===== config.mk =====
export PLATFORM = sky130hd
export DESIGN_NAME = eth_decap
export DESIGN_NICKNAME = d
export VERILOG_FILES = /design/src/rtl/endian_pkg.sv /design/src/rtl/ethernet_pkg.sv /design/src/rtl/ip_pkg.sv /design/src/rtl/udp_pkg.sv /design/src/rtl/encap_pkg.sv /design/src/rtl/eth_decap.sv
export SDC_FILE = /design/constraint.sdc
export NUM_CORES = 1
export LEC_CHECK = 0
export CAP_MARGIN = 20
export CORE_MARGIN = 2
export CORE_UTILIZATION = 30
export DETAILED_ROUTE_END_ITERATION = 16
export GPL_TIMING_DRIVEN = 0
export MAX_ROUTING_LAYER = met4
export PLACE_DENSITY = 0.54
export SYNTH_ARGS = -nofsm -noshare
export SYNTH_HDL_FRONTEND = slang
export SYNTH_SLANG_ARGS = --single-unit
export TNS_END_PERCENT = 10

===== constraint.sdc =====
create_clock -name clk156 -period 2.3 [get_ports clk156]
set_clock_uncertainty 0.05 [all_clocks]
set_input_delay 0.23 -clock clk156 [delete_from_list [all_inputs] [get_ports clk156]]
set_output_delay 0.23 -clock clk156 [all_outputs]
set_load 0.1 [all_outputs]

===== src/rtl/endian_pkg.sv =====
// Byte-order helpers: bus byte 0 sits on [7:0], network-order fields want it on top.
package endian_pkg;
  function automatic logic [63:0] endian_conv64(input logic [63:0] d);
    logic [63:0] r;
    r = '0;
    for (int i = 0; i < 8; i++) r[8*i +: 8] = d[8*(7-i) +: 8];
    return r;
  endfunction
endpackage


===== src/rtl/ethernet_pkg.sv =====
// Ethernet II header layout and constants, fields in network byte order.
package ethernet_pkg;
  localparam logic [15:0] ETH_P_IP    = 16'h0800;
  localparam int          ETH_HDR_LEN = 14;

  typedef struct packed {
    logic [47:0] h_dest;
    logic [47:0] h_source;
    logic [15:0] h_proto;
  } ethhdr;
endpackage


===== src/rtl/ip_pkg.sv =====
// IPv4 header layout (no options) and constants, fields in network byte order.
package ip_pkg;
  localparam logic [3:0] IPVERSION     = 4'd4;
  localparam logic [7:0] IP4_PROTO_UDP = 8'd17;

  typedef struct packed {
    logic [3:0]  version;
    logic [3:0]  ihl;
    logic [7:0]  tos;
    logic [15:0] tot_len;
    logic [15:0] id;
    logic [15:0] frag_off;
    logic [7:0]  ttl;
    logic [7:0]  protocol;
    logic [15:0] check;
    logic [31:0] saddr;
    logic [31:0] daddr;
  } iphdr;
endpackage


===== src/rtl/udp_pkg.sv =====
// UDP header layout, fields in network byte order.
package udp_pkg;
  typedef struct packed {
    logic [15:0] source;
    logic [15:0] dest;
    logic [15:0] len;
    logic [15:0] check;
  } udphdr;
endpackage


===== src/rtl/encap_pkg.sv =====
// 48-byte UDP encapsulation header shared by the tx and rx datapaths.
package encap_pkg;
  localparam int ENCAP_BEATS = 6;

  typedef struct packed {
    ethernet_pkg::ethhdr eth;
    ip_pkg::iphdr        ip;
    udp_pkg::udphdr      udp;
    logic [47:0]         pad;
  } encap_hdr_t;

  // raw[5] holds beat 0 so the struct's first field lands on the first bytes.
  typedef union packed {
    logic [ENCAP_BEATS-1:0][63:0] raw;
    encap_hdr_t                   hdr;
  } encap_t;
endpackage


===== src/rtl/eth_decap.sv =====
// Strips the 6-beat Eth/IPv4/UDP header and forwards matching payload to the TLP FIFO.
// Payload passes through combinationally; tready follows !full in payload, header/drop never stall.
module eth_decap
  import ethernet_pkg::*;
  import ip_pkg::*;
  import endian_pkg::*;
  import encap_pkg::*;
#(
  parameter logic [47:0] eth_addr = 48'h00_11_22_33_44_55,
  parameter logic [31:0] ip_addr  = {8'd192, 8'd168, 8'd1, 8'd111},
  parameter logic [15:0] udp_port = 16'd3776
) (
  input  logic        clk156,
  input  logic        sys_rst_n,
  input  logic        s_axis_tvalid,
  output logic        s_axis_tready,
  input  logic [63:0] s_axis_tdata,
  input  logic [7:0]  s_axis_tkeep,
  input  logic        s_axis_tlast,
  input  logic        s_axis_tuser,
  output logic        wr_en,
  output logic [73:0] din,
  input  logic        full,
  output logic [31:0] rx_pkt_cnt,
  output logic [31:0] rx_drop_cnt
);
  typedef enum logic [1:0] {RX_HDR, RX_DATA, RX_DROP} state_t;

  state_t      state_q, state_d;
  logic [2:0]  hdr_cnt_q, hdr_cnt_d;
  logic        match_q, match_d;
  encap_t      hdr_q, hdr_d;
  logic [31:0] pkt_cnt_q, pkt_cnt_d;
  logic [31:0] drop_cnt_q, drop_cnt_d;
  logic        accept;

  always_comb begin
    s_axis_tready = sys_rst_n && ((state_q != RX_DATA) || !full);
    accept        = s_axis_tvalid && s_axis_tready;
    wr_en         = (state_q == RX_DATA) && s_axis_tvalid && !full;
    din           = {s_axis_tkeep, s_axis_tdata, s_axis_tlast, s_axis_tuser};

    state_d    = state_q;
    hdr_cnt_d  = hdr_cnt_q;
    match_d    = match_q;
    hdr_d      = hdr_q;
    pkt_cnt_d  = pkt_cnt_q;
    drop_cnt_d = drop_cnt_q;

    case (state_q)
      RX_HDR: begin
        if (accept) begin
          if (hdr_cnt_q <= 3'd4) hdr_d.raw[3'd5 - hdr_cnt_q] = endian_conv64(s_axis_tdata);
          // Beat 4 carries the UDP dest port, so the verdict uses the merged view.
          if (hdr_cnt_q == 3'd4) begin
            match_d = (hdr_d.hdr.eth.h_dest == eth_addr)
                   && (hdr_d.hdr.eth.h_proto == ETH_P_IP)
                   && (hdr_d.hdr.ip.version == IPVERSION)
                   && (hdr_d.hdr.ip.ihl == 4'd5)
                   && (hdr_d.hdr.ip.protocol == IP4_PROTO_UDP)
                   && (hdr_d.hdr.ip.daddr == ip_addr)
                   && (hdr_d.hdr.udp.dest == udp_port);
          end
          if (s_axis_tlast) begin
            hdr_cnt_d  = 3'd0;
            drop_cnt_d = drop_cnt_q + 32'd1;
          end else if (hdr_cnt_q == 3'd5) begin
            hdr_cnt_d = 3'd0;
            state_d   = match_q ? RX_DATA : RX_DROP;
          end else begin
            hdr_cnt_d = hdr_cnt_q + 3'd1;
          end
        end
      end
      RX_DATA: begin
        if (accept && s_axis_tlast) begin
          state_d   = RX_HDR;
          pkt_cnt_d = pkt_cnt_q + 32'd1;
        end
      end
      RX_DROP: begin
        if (accept && s_axis_tlast) begin
          state_d    = RX_HDR;
          drop_cnt_d = drop_cnt_q + 32'd1;
        end
      end
      default: state_d = RX_HDR;
    endcase
  end

  always_ff @(posedge clk156 or negedge sys_rst_n) begin
    if (!sys_rst_n) begin
      state_q    <= RX_HDR;
      hdr_cnt_q  <= 3'd0;
      match_q    <= 1'b0;
      hdr_q      <= '0;
      pkt_cnt_q  <= 32'd0;
      drop_cnt_q <= 32'd0;
    end else begin
      state_q    <= state_d;
      hdr_cnt_q  <= hdr_cnt_d;
      match_q    <= match_d;
      hdr_q      <= hdr_d;
      pkt_cnt_q  <= pkt_cnt_d;
      drop_cnt_q <= drop_cnt_d;
    end
  end

  assign rx_pkt_cnt  = pkt_cnt_q;
  assign rx_drop_cnt = drop_cnt_q;
endmodule


# Word level (Yosys, flattened, before mapping)
# Index checks and enable logic that the tools add are counted.
op_classes:
  addsub: 4
  n_lt_le_gt_ge: 3
  eq_ne: 19
  n_mux: 18
  n_reduce_logical: 23
ops:
  columns: ["op", "count"]
  rows:
  - ["2-to-1 mux 384 bit", 3]
  - ["bitwise mux 384 bit", 1]
  - ["demux 64 bit (select 3 bit)", 1]
  - ["2-to-1 mux 32 bit", 3]
  - ["adder 32 x 1 -> 32 bit (second input constant)", 2]
  - ["2-to-1 mux 64 bit", 1]
  - ["one-hot mux 32 bit (2 select lines)", 1]
  - ["== test 48 x 37 -> 1 bit (second input constant)", 1]
  - ["== test 16 x 12 -> 1 bit (second input constant)", 2]
  - ["== test 32 bit (second input constant)", 1]
  - ["logical AND 1 bit", 12]
  - ["2-to-1 mux 2 bit", 5]
  - ["inequality test 2 bit (second input constant)", 5]
  - ["== test 4 x 3 -> 1 bit (second input constant)", 2]
  - ["== test 8 x 5 -> 1 bit (second input constant)", 1]
  - ["AND reduction 4 bit", 2]
  - ["== test 3 bit (second input constant)", 2]
  - ["2-to-1 mux 3 bit", 2]
  - ["AND reduction 3 bit", 2]
  - ["< comparator 3 x 4 -> 1 bit (second input constant)", 1]
  - ["inequality test 2 x 1 -> 1 bit (second input constant)", 2]
  - ["one-hot mux 2 bit (2 select lines)", 1]
  - ["AND reduction 2 bit", 2]
  - ["adder 3 x 1 -> 3 bit (second input constant)", 1]
  - ["other kinds (11)", 11]
word_totals:
  register_bits: 454
  output_inout_bits: 140
  wordCells: 74

# Logic depth before layout (Yosys ltp)
logic_depth:
  word_depth: 16
  ltp_mapped: 9

# Worst setup path before layout
# Ideal clock, no wire load.
synth_path:
  path_kind: "register to register"
  start: "reg drop_cnt_q[7], in the netlist rx_drop_cnt[7]"
  end: "reg drop_cnt_q[19], in the netlist rx_drop_cnt[19]"
  setup_ns: 0.162
  t_arrival_ns: 2.432
  setup_slack_ns: -0.345
  stages_incl_launch_ff: 7
  path_buffers: 1
  synth_period_minus_slack_ns: 2.645
  cell_sequence: "dfrtp_1 clkinv_1 or3_1 clkbuf_1 or4_4 nor3_2 xor2_1"
synth_via:
  elab_chain_cells: 4
  elab_cells_between_ends: 5
  cone_classes: "add/sub: 1; mux: 4"
synth_lines:
  columns: ["item", "line_no", "rtl"]
  rows:
  - ["from (decl)", "eth_decap.sv:34", "logic [31:0] drop_cnt_q, drop_cnt_d;"]
  - ["from (signal assigned)", "eth_decap.sv:105", "drop_cnt_q <= drop_cnt_d;"]
  - ["adder 32 x 1 -> 32 bit (*)", "eth_decap.sv:66, eth_decap.sv:84", null]
  - ["2-to-1 mux 32 bit", "eth_decap.sv:64", "if (s_axis_tlast) begin"]
  - ["2-to-1 mux 32 bit", "eth_decap.sv:52", "if (accept) begin"]
  - ["one-hot mux 32 bit (2 select lines) (*)", "eth_decap.sv:50", "case (state_q)"]
# Mark *: on every way between the ends. The rest lies on a longest branch, timed or not. The select of a mux whose other input is x is not followed.
# A chain may end at the register's enable or synchronous reset.

# Final worst setup path
layout_path:
  start: "in s_axis_tdata[1]"
  end: "out din[3]"
layout_lines:
  columns: ["item", "line_no", "rtl"]
  rows:
  - ["from (decl)", "eth_decap.sv:17", "input logic [63:0] s_axis_tdata,"]
  - ["to (decl)", "eth_decap.sv:22", "output logic [73:0] din,"]
# No word-level cell between the ends.

==> flow_summary.toml <==
[floorplanning]
dieArea_sq_um = 32250
fp.dieW_um = 179.6
initial_core_util = 0.3032
fp.coreArea_sq_um = 30510
pin_count = 218
die_h_um = 179.6
fp-row-count = 64

[synthesis]
synthArstFlopShare = 1.000
ys_top_cells_by_area = "dfrtp_1 53%, mux2_1 15%, buf_4 6.0%"
syn_area_sq_um = 9250
synth_top_area_cell = "dfrtp_1"
synth.distinct_cells = 57
yosysWarnings = 0
syn_area_per_cell_sq_um = 12.43
synth_ff_type = "dfrtp_1"
synth-edff-count = 0
ys_seq_area_frac = 0.5302
synthDominantCellAreaShare = 0.5302
synth_nets = 828
synth_seq_cells = 196
synth_common_cells = "196 x dfrtp_1, 123 x mux2_1, 74 x buf_4"
synth_most_common_cell = "dfrtp_1"
synth_cells = 744

[critical_path]
critPathRequiredTime_ps = 2020
end_kind = "primary output"
crit_path_start = "s_axis_tdata[1]"
critPathMaxFanout = 4
path_class = "in2out"
cp-endpoint = "din[3]"
reg2reg_slack_ps = 30
r2r-end = "match_q"
r2r_cells = 8
worstSetupStartpointType = "input pin"
r2r-start = "hdr_cnt_q[2]"
worstPathArrival_ps = 2010

[clock_tree]
numCtsBuffers = 17
h-tree-depth = 4
clock_latency_ps = 440
path_clk_slew_ps = 80
clock_path_buffers = 2
cts_tree = "yes"
clock_sinks = 196
root_buffer = "clkbuf_16"

[drt]
route.final.wire_length_um = 24400
first_pass_iters = 4
drt_iter0_markers = 266
route.detailed.drc = 0
postRouteAntennaNets = 0
viasPerCell = 4.736
vias = 6597
wl_per_cell_um = 17.52

[power_and_ir_drop]
p_clk_frac = 0.284
p_sw_mw = 3.838
switching_share = 0.3424
powerDensity_nw_per_um2 = 880.3
p_int_mw = 7.369
peakVddDrop_uv = 501.9
power_frac_seq = 0.456
comb_power_share = 0.260
p_leak_nw = 6.000

[timing]
max_freq_mhz = 437.3
worst_pin_slew_ps = 1009
finalSetupViolations = 0
period_share = 0.9942
slew-limit-headroom = 0.3265
fin_ws_ps = 13.33
finalHoldViolCount = 0
final_max_slew_viol_count = 0
fin_crit_ps = 2287
hold_slack_ps = 401.1
rsz0062_at_grt = "yes"

[layout]
fillers = 2942
drive_gt1_frac = 0.2440
layout.nets = 1067
area_growth_pct = 37.63

[global_routing]
antenna_found_initial = 1
grt_pass1_vias = 6696
overflow = 0
grt_max_degree = 57
grt_use_total = 0.1586
grt_pass1_wl_um = 39330

[outcome]
outcome = "complete, no violations"

[min_path]
hold_path_class = "in2reg"
timing.hold.worst.start = "s_axis_tdata[16]"

[placement]
gp_congestion = 0.7715
hpwl_um = 17540
post-place-ws_ps = -1119
numPortBuffers = 208

[job]
max-cap-violations = 0
==> final cells by class <==
type / instances / area, sq um / share of cell area
well taps: 396 / 495.5 / 0.03892
flip-flops and latches: 196 / 4946 / 0.3885
clock inverters: 15 / 206.4 / 0.01622
repair buffers: 223 / 2228 / 0.1750
clock buffers: 17 / 425.4 / 0.03342
inverters: 9 / 33.78 / 0.002654
plain buffers: 91 / 650.6 / 0.05111
diodes: 1 / 2.502 / 0.0001966
multi-input cells: 445 / 3742 / 0.2940
==> timing repair <==
action / 4_1_cts / 5_1_grt
setup endpoints to repair: 256 / 103
gates resized for setup: 107 / 38
cloned: 2 / 0
buffers inserted: 5 / 1
endpoints found under the hold margin: 140 / 0
hold buffers: 6 / 0
pin swaps: 3 / 2
==> power by group through the flow <==
stage | clock, mW | sequential (mW) | combinational, mW
2_1_floorplan | 0 | 5.23 | 1.87
3_3_place_gp | 0 | 5.16 | 2.84
3_5_place_dp | 0 | 5.18 | 2.91
4_1_cts | 3.25 | 5.12 | 2.96
5_1_grt | 3.41 | 5.26 | 3.14
6_report | 3.18 | 5.11 | 2.91
==> layout by cell type (no fill, tap or decap), drive strengths merged, types with 11 or more instances in the layout <==
cell	instances
nor2	18
mux2	130
nand4	24
inv	14
nand3	32
nand2	35
nor4	23
clkdlybuf4s50	99
dlygate4sd2	30
clkbuf	21
dfrtp	196
buf	153
dlymetal6s2s	22
and3	11
nor3	15
xnor2	53
==> per-layer routing <==
metal  part of all wire  track usage  wire length (um)
met5                  0            -                 0
met4             0.0080      0.03317               194
met3              0.039      0.03100               945
met2               0.47       0.2489             11560
met1               0.48       0.2135             11710
==> kinds of logic (layout without fill, tap and decap cells) <==
group	count (synthesis)	after routing	synth area share
AO/OA/AOI/OAI	19	19	0.01704
XOR/XNOR	62	62	0.05871
adder cells (fa/ha/maj)	6	6	0.008116
buffers and inverters	103	355	0.07304
flip-flops	196	196	0.5302
multiplexers	134	134	0.1626
other	0	1	0
AND/OR/NAND/NOR	224	224	0.1503
==> how the worst min path moves through the flow <==
stage / endpoint / cells after the start
3_3_place_gp: rx_pkt_cnt[31] / 1
2_1_floorplan: hdr_cnt_q[0] / 0
3_5_place_dp: hdr_q[348] / 1
4_1_cts: hdr_q[360] / 2
5_1_grt: hdr_q[361] / 2
6_report: hdr_q[360] / 2
==> through the flow <==
stage / TNS, ps / instances / total power, mW / util / instance area, sq um
finish: 0 / 1393 / 11.21 / 0.4173 / 12730
detailed placement: -156700 / 1349 / 8.087 / 0.3901 / 11900
global placement: -3098300 / 1348 / 8.005 / 0.3890 / 11870
floorplan: -456.9 / 744 / 7.101 / - / 9290
CTS: -7.348 / 1391 / 11.34 / 0.4151 / 12660
global route: -2215 / 1393 / 11.81 / 0.4173 / 12730
==> registers in the layout, indices dropped and copies added, names as in the netlist <==
name and cells:
hdr_q 126, rx_drop_cnt 32, rx_pkt_cnt 32, hdr_cnt_q 3, state_q 2, match_q 1
==> worst max-delay path, stage by stage <==
cell             delay, ps
clkdlybuf4s50_1        720
buf_4                  180
dlygate4sd2_1          870
(Power assumes the default switching activity.)
